==> config.mk <==
export PLATFORM = sky130hd
export DESIGN_NAME = bubble_sort_ctrl
export DESIGN_NICKNAME = d
export VERILOG_FILES = /design/src/rtl/bubble_sort_ctrl.sv
export SDC_FILE = /design/constraint.sdc
export NUM_CORES = 1
export LEC_CHECK = 0
export CORE_MARGIN = 1.5
export CORE_UTILIZATION = 40
export DETAILED_ROUTE_END_ITERATION = 8
export PLACE_DENSITY = 0.67
export SLEW_MARGIN = 20
export SYNTH_ARGS = -nofsm -noshare
export SYNTH_HDL_FRONTEND = slang
export SYNTH_SLANG_ARGS = --single-unit
==> constraint.sdc <==
create_clock -name clk -period 3.57 [get_ports clk]
set_input_delay 0.357 -clock clk [delete_from_list [all_inputs] [get_ports clk]]
set_output_delay 0.357 -clock clk [all_outputs]
set_load 0.005 [all_outputs]
==> src/rtl/bubble_sort_ctrl.sv <==
// Control FSM for an in-place bubble sort driving an external compare/swap datapath.
// Optional macro BUBBLE_SORT_EARLY_EXIT_EN: stop after the first pass with no swap.
module bubble_sort_ctrl #(
   parameter int N     = 8,
   parameter int IDX_W = 3
) (
   input  logic             clk,
   input  logic             rst,
   input  logic             start,
   input  logic             gt,
   output logic [IDX_W-1:0] idx_a,
   output logic [IDX_W-1:0] idx_b,
   output logic             cmp_en,
   output logic             swap_en,
   output logic             clear_eoc,
   output logic             preset_eoc,
   output logic             busy
);

   typedef enum logic [2:0] {
      IDLE,
      INIT,
      CMP,
      SWAP,
      NEXT,
      DONE
   } state_t;

   localparam logic [IDX_W-1:0] LAST = IDX_W'(N - 2);
   localparam logic [IDX_W-1:0] ONE  = IDX_W'(1);

   state_t           state;
   state_t           state_d;
   logic [IDX_W-1:0] i;
   logic [IDX_W-1:0] i_d;
   logic [IDX_W-1:0] j;
   logic [IDX_W-1:0] j_d;
   logic             end_pass;
   logic             last_pass;
   logic             early_stop;

   // Pass i compares j = 0 .. N-2-i
   assign end_pass  = (j == (LAST - i));
   assign last_pass = (i == LAST);

`ifdef BUBBLE_SORT_EARLY_EXIT_EN
   logic swapped;
   logic swapped_d;

   always_comb begin
      swapped_d = swapped;
      if (state == INIT || (state == NEXT && end_pass))
         swapped_d = 1'b0;
      else if (state == SWAP)
         swapped_d = 1'b1;
   end

   always_ff @(posedge clk or posedge rst) begin
      if (rst)
         swapped <= 1'b0;
      else
         swapped <= swapped_d;
   end

   assign early_stop = !swapped;
`else
   assign early_stop = 1'b0;
`endif

   always_ff @(posedge clk or posedge rst) begin
      if (rst) begin
         state <= IDLE;
         i     <= '0;
         j     <= '0;
      end else begin
         state <= state_d;
         i     <= i_d;
         j     <= j_d;
      end
   end

   always_comb begin
      state_d = state;
      i_d     = i;
      j_d     = j;
      unique case (state)
         IDLE: begin
            if (start)
               state_d = INIT;
         end
         INIT: begin
            i_d     = '0;
            j_d     = '0;
            state_d = CMP;
         end
         CMP: begin
            state_d = gt ? SWAP : NEXT;
         end
         SWAP: begin
            state_d = NEXT;
         end
         NEXT: begin
            if (!end_pass) begin
               j_d     = j + ONE;
               state_d = CMP;
            end else if (last_pass || early_stop) begin
               state_d = DONE;
            end else begin
               i_d     = i + ONE;
               j_d     = '0;
               state_d = CMP;
            end
         end
         DONE: begin
            i_d     = '0;
            j_d     = '0;
            state_d = IDLE;
         end
         default: begin
            state_d = IDLE;
         end
      endcase
   end

   // idx_b held at 0 outside CMP/SWAP so reset and idle outputs are all zero
   assign idx_a      = j;
   assign idx_b      = (state == CMP || state == SWAP) ? j + ONE : '0;
   assign cmp_en     = (state == CMP);
   assign swap_en    = (state == SWAP);
   assign clear_eoc  = (state == INIT);
   assign preset_eoc = (state == DONE);
   assign busy       = (state != IDLE);

endmodule

==> out/metrics.yaml, run 1 <==
power_frac_seq_pct: 36.1
routedWlPerCell_um: 13.64
cp-start-kind: "flip-flop"
drt_first_pass_iters: 4
insertion_delay_ns: 0.26
cts-resized-gates: 0
ff2ff_setup_slack_ns: 1.66
post_cts_buffers: 0
p_sw_mw: 0.1853
yosys.area.top_type: "dfrtp_1"
outcome: "finished, final reports clean"
ys_seq_area_share_pct: 36.22
ys_warn_count: 0
dp.cells: 93
slew_violations: 0
crit_fanout: 11
ys.flop_type: "dfrtp_1"
async_flop_share_pct: 100.0
fp.dieW_um: 42.43
worstRegToRegCells: 6
final_common_cell: "clkdlybuf4s50_1"
finalSetupViolations: 0
synth_cell_type_count: 30
htreeDepth: 1
maxCapViolations: 0
hpwl_um: 976
fin_crit_sh_pct: 58.20
cp.arrival_ns: 1.72
core_area_um2: 1471
postCtsHoldBufs: 0
hold-worst-slack_ns: 0.3597
p_int_mw: 0.3081
fmax_mhz: 481.3
tns_ns: 0
critPathCaptureType: "primary output"
overflow: 0
powerDensity_nw_per_um2: 620.0
ys_ff_latch: 9
power_leakage_nw: 0.3449
r2r-end: "i[2]"
viasPerCell: 5.629
antenna_cells: 0
p_clk_share_pct: 16.0
p_comb_share_pct: 48.0
cts_max_path_buffers: 2
cp_cell_sequence: "nand2b_1 > nor2_1 > clkdlybuf4s50_1"
fin_ws_ns: 1.492
critical_path.slowest_cell: "clkdlybuf4s50_1"
fin_nets: 89
grtUsageTotal_pct: 17.74
synth_area_leaders: "dfrtp_1 (36%), ha_1 (6.0%), mux2i_1 (4.8%), xnor2_1 (4.2%), xor3_1 (3.8%)"
grt_pass1_vias: 490
grt_first_pass_wirelength_mm: 2.346
synth.avg_cell_area_um2: 9.422
cts_tree: "built"
drt_first_iter_violations: 23
antenna_found_initial: 0
vias: 546
numPortBuffers: 14
synth_area_um2: 621.8
hold_viol_final: 0
synth_nets: 73
cts_sinks: 9
path_clk_slew_ns: 0.06
initial_core_util_pct: 42.26
gp_congestion: 0.8035
fin_cells: 97
crit_type: "reg -> out"
die_h_um: 42.43
cp.required_ns: 3.21
io_pins: 15
worstMarginPinSlew_ns: 0.5806
path_delay_family: "buffers and inverters"
drive_above_1_share_pct: 6.173
routed_wl_mm: 1.323
cts_made_buffers: 3
ant_nets: 0
num_rows: 14
final_cell_mix: "clkdlybuf4s50_1 (14), dfrtp_1 (9), nand2_1 (6)"
max_slew_margin_pct: 61.21
drcViolationCount: 0
path_buf_inv: 1
synth_cells: 66
peakVddDrop_mv: 0.2881
pre_cts_ws_ns: 1.675
switching_share_pct: 37.56
rsz0062_at_grt: "false"
grt_max_degree: 12
die_area_um2: 1800
slowest_delay_ns: 0.51
yosysTopAreaCellShare_pct: 36.22
synth_edf_count: 0
skew_ns: 0.003479
hold_class: "in -> async"
clockRootBuffer: "clkbuf_4"
syn2layout_area_growth_pct: 27.97
post-route-min-period_ns: 2.078
r2r-start: "i[0]"
[state kept, by name (all words and copies together) (netlist names)]
name and flops:
state 3, idx_a 3, i 3
[synth_stat cells (all sizes together) (2+ instances only)]
cell	n
nand2	6
nor3b	2
or3	3
and3	3
ha	3
nor2	5
o21ai	3
xnor2	3
mux2i	3
o31ai	3
dfrtp	9
clkbuf	2
inv	5
[through the flow]
stage	cell area (um2)	total power [mW]	util, %
after floorplan	621.8	0.2996	-
after global placement	769.5	0.4151	52.30
after detailed placement	769.5	0.4149	52.30
after CTS	795.8	0.4994	54.08
after global routing	795.8	0.5383	54.08
final	795.8	0.4934	54.08
[power groups by stage]
stage               clock network [mW]  logic, mW  registers (mW)
floorplan                            0      0.141           0.158
global placement                     0      0.236           0.179
detailed placement                   0      0.236           0.179
CTS                             0.0827      0.238           0.178
global route                    0.0895      0.262           0.187
finish                          0.0788      0.237           0.178
[cell type report]
class | count | area [um2]
flip-flops and latches | 9 | 225.2
inverters | 5 | 18.77
multi-input cells | 49 | 365.4
well taps | 16 | 20.02
repair buffers | 14 | 140.1
fillers | 134 | 675.6
clock buffers | 4 | 26.28
[logic make-up after synthesis]
group / after synthesis / synth area share, %
buffers and inverters: 8 / 5.030
muxes: 3 / 4.829
and+or+nand+nor: 24 / 22.13
adders and majority gates: 3 / 6.037
AOI/OAI and AO/OA: 14 / 16.30
DFF: 9 / 36.22
xor gates and xnor gates: 5 / 9.457
[metal layers]
layer / vias up / wire length (um) / global-route usage (%)
met4: 0 / 21 / 7.500
met3: 4 / 59 / 3.879
met5: - / 0 / 0
met2: 19 / 580 / 27.08
li1: 271 / - / -
met1: 252 / 662 / 24.12
[worst max-delay path by stage]
stage                  start    endpoint  slack [ns]  cells past startpoint
floorplan               i[0]    idx_a[0]        1.85                      6
global placement    idx_a[0]    idx_b[2]        1.74                      4
detailed placement      i[0]        i[2]        1.68                      6
CTS                 state[1]   clear_eoc        1.47                      3
global route        state[1]  preset_eoc        1.34                      3
finish              state[1]   clear_eoc        1.49                      3
No activity file was read; power rests on OpenSTA's default activity.
==> inputs of run 2 (changes only) <==
PLACE_DENSITY = 0.69   (was 0.67)
clock period = 1.8 ns   (was 3.57 ns; I/O delays follow)
==> run 2 against run 1 <==
  * Clock-buffer cell count unchanged
  * Clock skew fell by 0.00073 ns
  * First-iteration DRC count grew 17%
  * Clock power up 110%
  * Register-to-register slack got worse by 1.6 ns
  * Worst hold slack worse by 0.19 ns
  * Critical path depth is 1 higher
  * Wire length rose by 15%
  * Critical path type unchanged
  * Critical endpoint is now idx_b[0]
  * Largest cell class unchanged
==> out/metrics.yaml, run 2 (synthesized netlist as in run 1, its figures left out) <==
outcome: "finished, final reports clean"
ant_nets: 0
viasPerCell: 5.642
multi_input_area_um2: 392.9
vias: 598
final_common_cell: "clkdlybuf4s50_1"
ff_latch_area_um2: 227.7
skew_ns: 0.002754
powerDensity_nw_per_um2: 1207
clockRootBuffer: "clkbuf_4"
grt_first_pass_wirelength_mm: 2.408
critPathCaptureType: "primary output"
finalSetupViolations: 0
htreeDepth: 1
fin_crit_sh_pct: 97.26
cts_made_buffers: 3
slew_violations: 0
overflow: 0
io_pins: 15
grt_pass1_vias: 558
maxCapViolations: 0
grt_max_degree: 12
drt_first_iter_violations: 27
placed_area_um2: 807.0
initial_core_util_pct: 42.26
fmax_mhz: 571.2
worstMarginPinSlew_ns: 0.3572
cts_tree: "built"
syn2layout_area_growth_pct: 44.47
power_leakage_nw: 0.4188
hold_viol_final: 0
design_area_um2: 898.4
die_area_um2: 1800
utilization_pct: 61.05
antenna_cells: 0
final_cell_mix: "clkdlybuf4s50_1 (12), buf_4 (8), dfrtp_1 (7)"
crit_fanout: 4
p_total_mw: 1.085
critical_path.slowest_cell: "clkdlybuf4s50_1"
cp_cell_sequence: "buf_4 > buf_4 > nor2_1 > clkdlybuf4s50_1"
grtUsageTotal_pct: 17.78
cp.required_ns: 1.62
peakVddDrop_mv: 0.7007
crit_type: "reg -> out"
cts_max_path_buffers: 2
r2r-end: "idx_a[0]"
hold_class: "in -> async"
insertion_delay_ns: 0.26
cp.arrival_ns: 1.57
tns_ns: 0
ff2ff_setup_slack_ns: 0.08
worstRegToRegCells: 6
routedWlPerCell_um: 14.29
drcViolationCount: 0
drive_above_1_share_pct: 23.33
r2r-start: "i[0]"
fp.dieW_um: 42.43
cp-startpoint: "idx_a[0]"
fin_nets: 98
cp-start-kind: "flip-flop"
die_h_um: 42.43
max_slew_margin_pct: 76.16
drt_first_pass_iters: 4
gp_congestion: 0.8483
path_clk_slew_ns: 0.07
core_area_um2: 1471
post-route-min-period_ns: 1.751
num_rows: 14
cts_sinks: 9
hpwl_mm: 1.051
path_common_cell: "buf_4"
routed_wl_mm: 1.515
slowest_delay_ns: 0.51
antenna_found_initial: 0
num-fill-cells: 135
numPortBuffers: 14
[run 2: cell count changes in the layout (fill, tap and decap cells not counted), sizes merged]
| cell | change |
|---|---|
| dlymetal6s2s | +1 |
| dlygate4sd2 | +1 |
| clkdlybuf4s50 | -2 |
| buf | +9 |
[run 2: where the power goes]
| group | internal (mW) | total [mW] | leakage [nW] | switching, mW |
|---|---|---|---|---|
| combinational | 0.341 | 0.581 | 0.286 | 0.239 |
| sequential | 0.257 | 0.341 | 0.117 | 0.0837 |
| clock | 0.0857 | 0.163 | 0.0150 | 0.0776 |
| total | 0.684 | 1.08 | 0.419 | 0.401 |
[run 2: metrics by stage]
stage / hold slack, ns / cells / worst slack, ns
3_3_place_gp: 0.4657 / 98 / 0.08666
5_1_grt: 0.2262 / 106 / -0.02846
2_1_floorplan: 0.007918 / 66 / 0.07717
6_report: 0.1739 / 106 / 0.04928
3_5_place_dp: 0.4679 / 98 / 0.03344
4_1_cts: 0.1829 / 104 / 0.01260
[run 2: worst max path at each step]
| stage | cells after the start | endpoint | slack, ns |
|---|---|---|---|
| detailed placement | 6 | idx_a[0] | 0.03 |
| finish | 4 | idx_b[0] | 0.05 |
| global placement | 6 | i[2] | 0.09 |
| CTS | 6 | idx_a[0] | 0.01 |
| global route | 4 | idx_b[0] | -0.03 |
| floorplan | 6 | idx_a[0] | 0.08 |
[run 2: timing repair]
item / CTS / global route
pin swaps: 0 / 3
setup endpoints to repair: 2 / 12
setup buffers: 2 / 2
hold buffers: 0 / 0
gates resized for setup: 2 / 9
[run 2: per-layer routing]
metal / vias to the layer above / wire length, um / global-route usage (%)
li1: 287 / - / -
met4: 0 / 29 / 8.125
met5: - / 0 / 0
met2: 27 / 726 / 28.62
met3: 4 / 98 / 3.879
met1: 280 / 660 / 22.58
[run 2: critical path, delay by kind of cell (launching register included)]
family	cells	cell delay (ns)
buffers and inverters	3	0.80
AND/OR/NAND/NOR	1	0.11
flip-flops	1	0.40
[run 2: layout make-up]
type,count,share of cell area [%]
clock buffers,4,2.925
inverters,5,2.089
multi-input cells,49,43.73
flip-flops and latches,9,25.35
well taps,16,2.228
repair buffers,23,23.68
==> inputs of run 3 (changes only) <==
clock period = 1.59 ns   (was 1.8 ns; I/O delays follow)
==> run 3 against run 2 <==
  * The run now ends with setup timing left
  * Clock skew up 0.0011 ns
  * Worst hold slack worse by 0.015 ns
  * Utilization up 8.6 points
  * Power up 28%
  * Global-route usage up 3.6 points
  * Flip-flop and latch count unchanged
  * Final area up 14%
  * Largest cell class unchanged
  * Clock-buffer cell count unchanged
  * First-iteration DRC count down 26%
  * Critical path depth up 2
  * Wire length up 11%
==> out/metrics.yaml, run 3 (synthesized netlist as in run 1, its figures left out) <==
cp-endpoint: "idx_a[0]"
path_clk_slew_ns: 0.07
fin_ws_ns: -0.006542
vias: 633
final_common_cell: "buf_4"
finalSetupViolations: 2
r2r-end: "idx_a[0]"
postCtsHoldBufs: 0
cp.arrival_ns: 1.79
placed_area_um2: 894.6
ant_nets: 0
initial_core_util_pct: 42.26
worstMarginPinSlew_ns: 0.3811
hold_viol_final: 0
fin_nets: 109
final_cell_mix: "buf_4 (17), dfrtp_1 (7), nand2_1 (6), dlygate4sd2_1 (6)"
core_area_um2: 1471
multi_input_area_um2: 442.9
fmax_mhz: 626.4
max_slew_margin_pct: 74.57
pre_cts_ws_ns: -0.006267
r2r-start: "i[0]"
violations: "setup timing"
htreeDepth: 1
worstRegToRegCells: 6
power_leakage_nw: 0.4888
ff_latch_area_um2: 227.7
die_area_um2: 1800
drcViolationCount: 0
grt_pass1_vias: 590
cp-start-kind: "flip-flop"
powerDensity_nw_per_um2: 1354
viasPerCell: 5.410
grt_first_pass_wirelength_mm: 2.732
critPathCaptureType: "flip-flop"
insertion_delay_ns: 0.27
peakVddDrop_mv: 0.9604
cts_tree: "built"
syn2layout_area_growth_pct: 64.79
io_pins: 15
grtUsageTotal_pct: 21.36
maxCapViolations: 0
hpwl_mm: 1.160
cts_max_path_buffers: 2
numPortBuffers: 14
antenna_found_initial: 0
tns_ns: -0.007280
outcome: "finished, violations left"
overflow: 0
design_area_um2: 1025
cts_made_buffers: 3
drive_above_1_share_pct: 35.64
num_rows: 14
cp.required_ns: 1.78
drt_first_pass_iters: 4
post-route-min-period_ns: 1.597
grt_max_degree: 10
crit_type: "reg -> reg"
routed_wl_mm: 1.689
fin_crit_sh_pct: 100.4
num-fill-cells: 110
slew_violations: 0
ff2ff_setup_slack_ns: -0.007
crit_fanout: 6
cp-startpoint: "i[0]"
rsz0062_at_grt: "true"
die_h_um: 42.43
hold_class: "in -> async"
drt_first_iter_violations: 20
fp.dieW_um: 42.43
skew_ns: 0.003833
routedWlPerCell_um: 14.44
cts_sinks: 9
gp_congestion: 0.8005
clockRootBuffer: "clkbuf_4"
antenna_cells: 0
-- run 3: cell count changes in the layout (fill, tap and decap cells not counted), moves of 2 or more --
cell             previous run  this run
dlygate4sd2_1               1         6
buf_4                       8        17
xnor2_1                     2         0
clkdlybuf4s50_1            12         5
clkdlybuf4s15_1             0         2
-- run 3: worst min-delay path by stage --
stage          start       end  cells past startpoint
6_report         rst  state[1]                      2
5_1_grt          rst  idx_a[0]                      2
4_1_cts          rst  idx_a[1]                      2
3_5_place_dp     rst  state[1]                      2
3_3_place_gp     rst  state[1]                      2
2_1_floorplan    rst      i[0]                      1
-- run 3: critical path: stages (launching register included) --
cell     delay (ns)
dfrtp_1        0.39
inv_2          0.06
ha_4           0.26
xnor2_4        0.18
nand3_4        0.12
or3_4          0.39
a31oi_1        0.13
-- run 3: metal layers --
metal	vias up	GRT usage (%)	share of wire, %
met5	-	0	0
met4	0	11.88	2.4
met3	7	6.897	3.8
met2	22	30.15	46
met1	295	28.61	47
li1	309	-	-
-- run 3: timing repair --
item	4_1_cts	5_1_grt
pin swaps	5	0
resized for setup	16	10
setup buffers	6	0
endpoints found under the setup margin	11	12
-- run 3: where the power goes --
group | switching (mW) | total (mW) | internal, mW
registers | 0.0761 | 0.367 | 0.291
clock network | 0.0900 | 0.187 | 0.0972
logic | 0.360 | 0.834 | 0.475
total | 0.526 | 1.39 | 0.862
-- run 3: area by class of cell --
| cell class | instances | area share, % |
|---|---|---|
| inverters | 5 | 1.832 |
| repair buffers | 34 | 28.21 |
| clock buffers | 4 | 2.564 |
| flip-flops and latches | 9 | 22.22 |
| well taps | 16 | 1.954 |
| multi-input cells | 49 | 43.22 |
-- run 3: per-stage QoR --
step	hold slack, ns	util (%)	total power [mW]	cells
6_report	0.1591	69.64	1.388	117
5_1_grt	0.1999	69.64	1.493	117
4_1_cts	0.1692	66.92	1.330	117
3_5_place_dp	0.4549	60.80	1.069	107
3_3_place_gp	0.4459	60.80	1.057	107
2_1_floorplan	-0.01308	-	0.6780	66
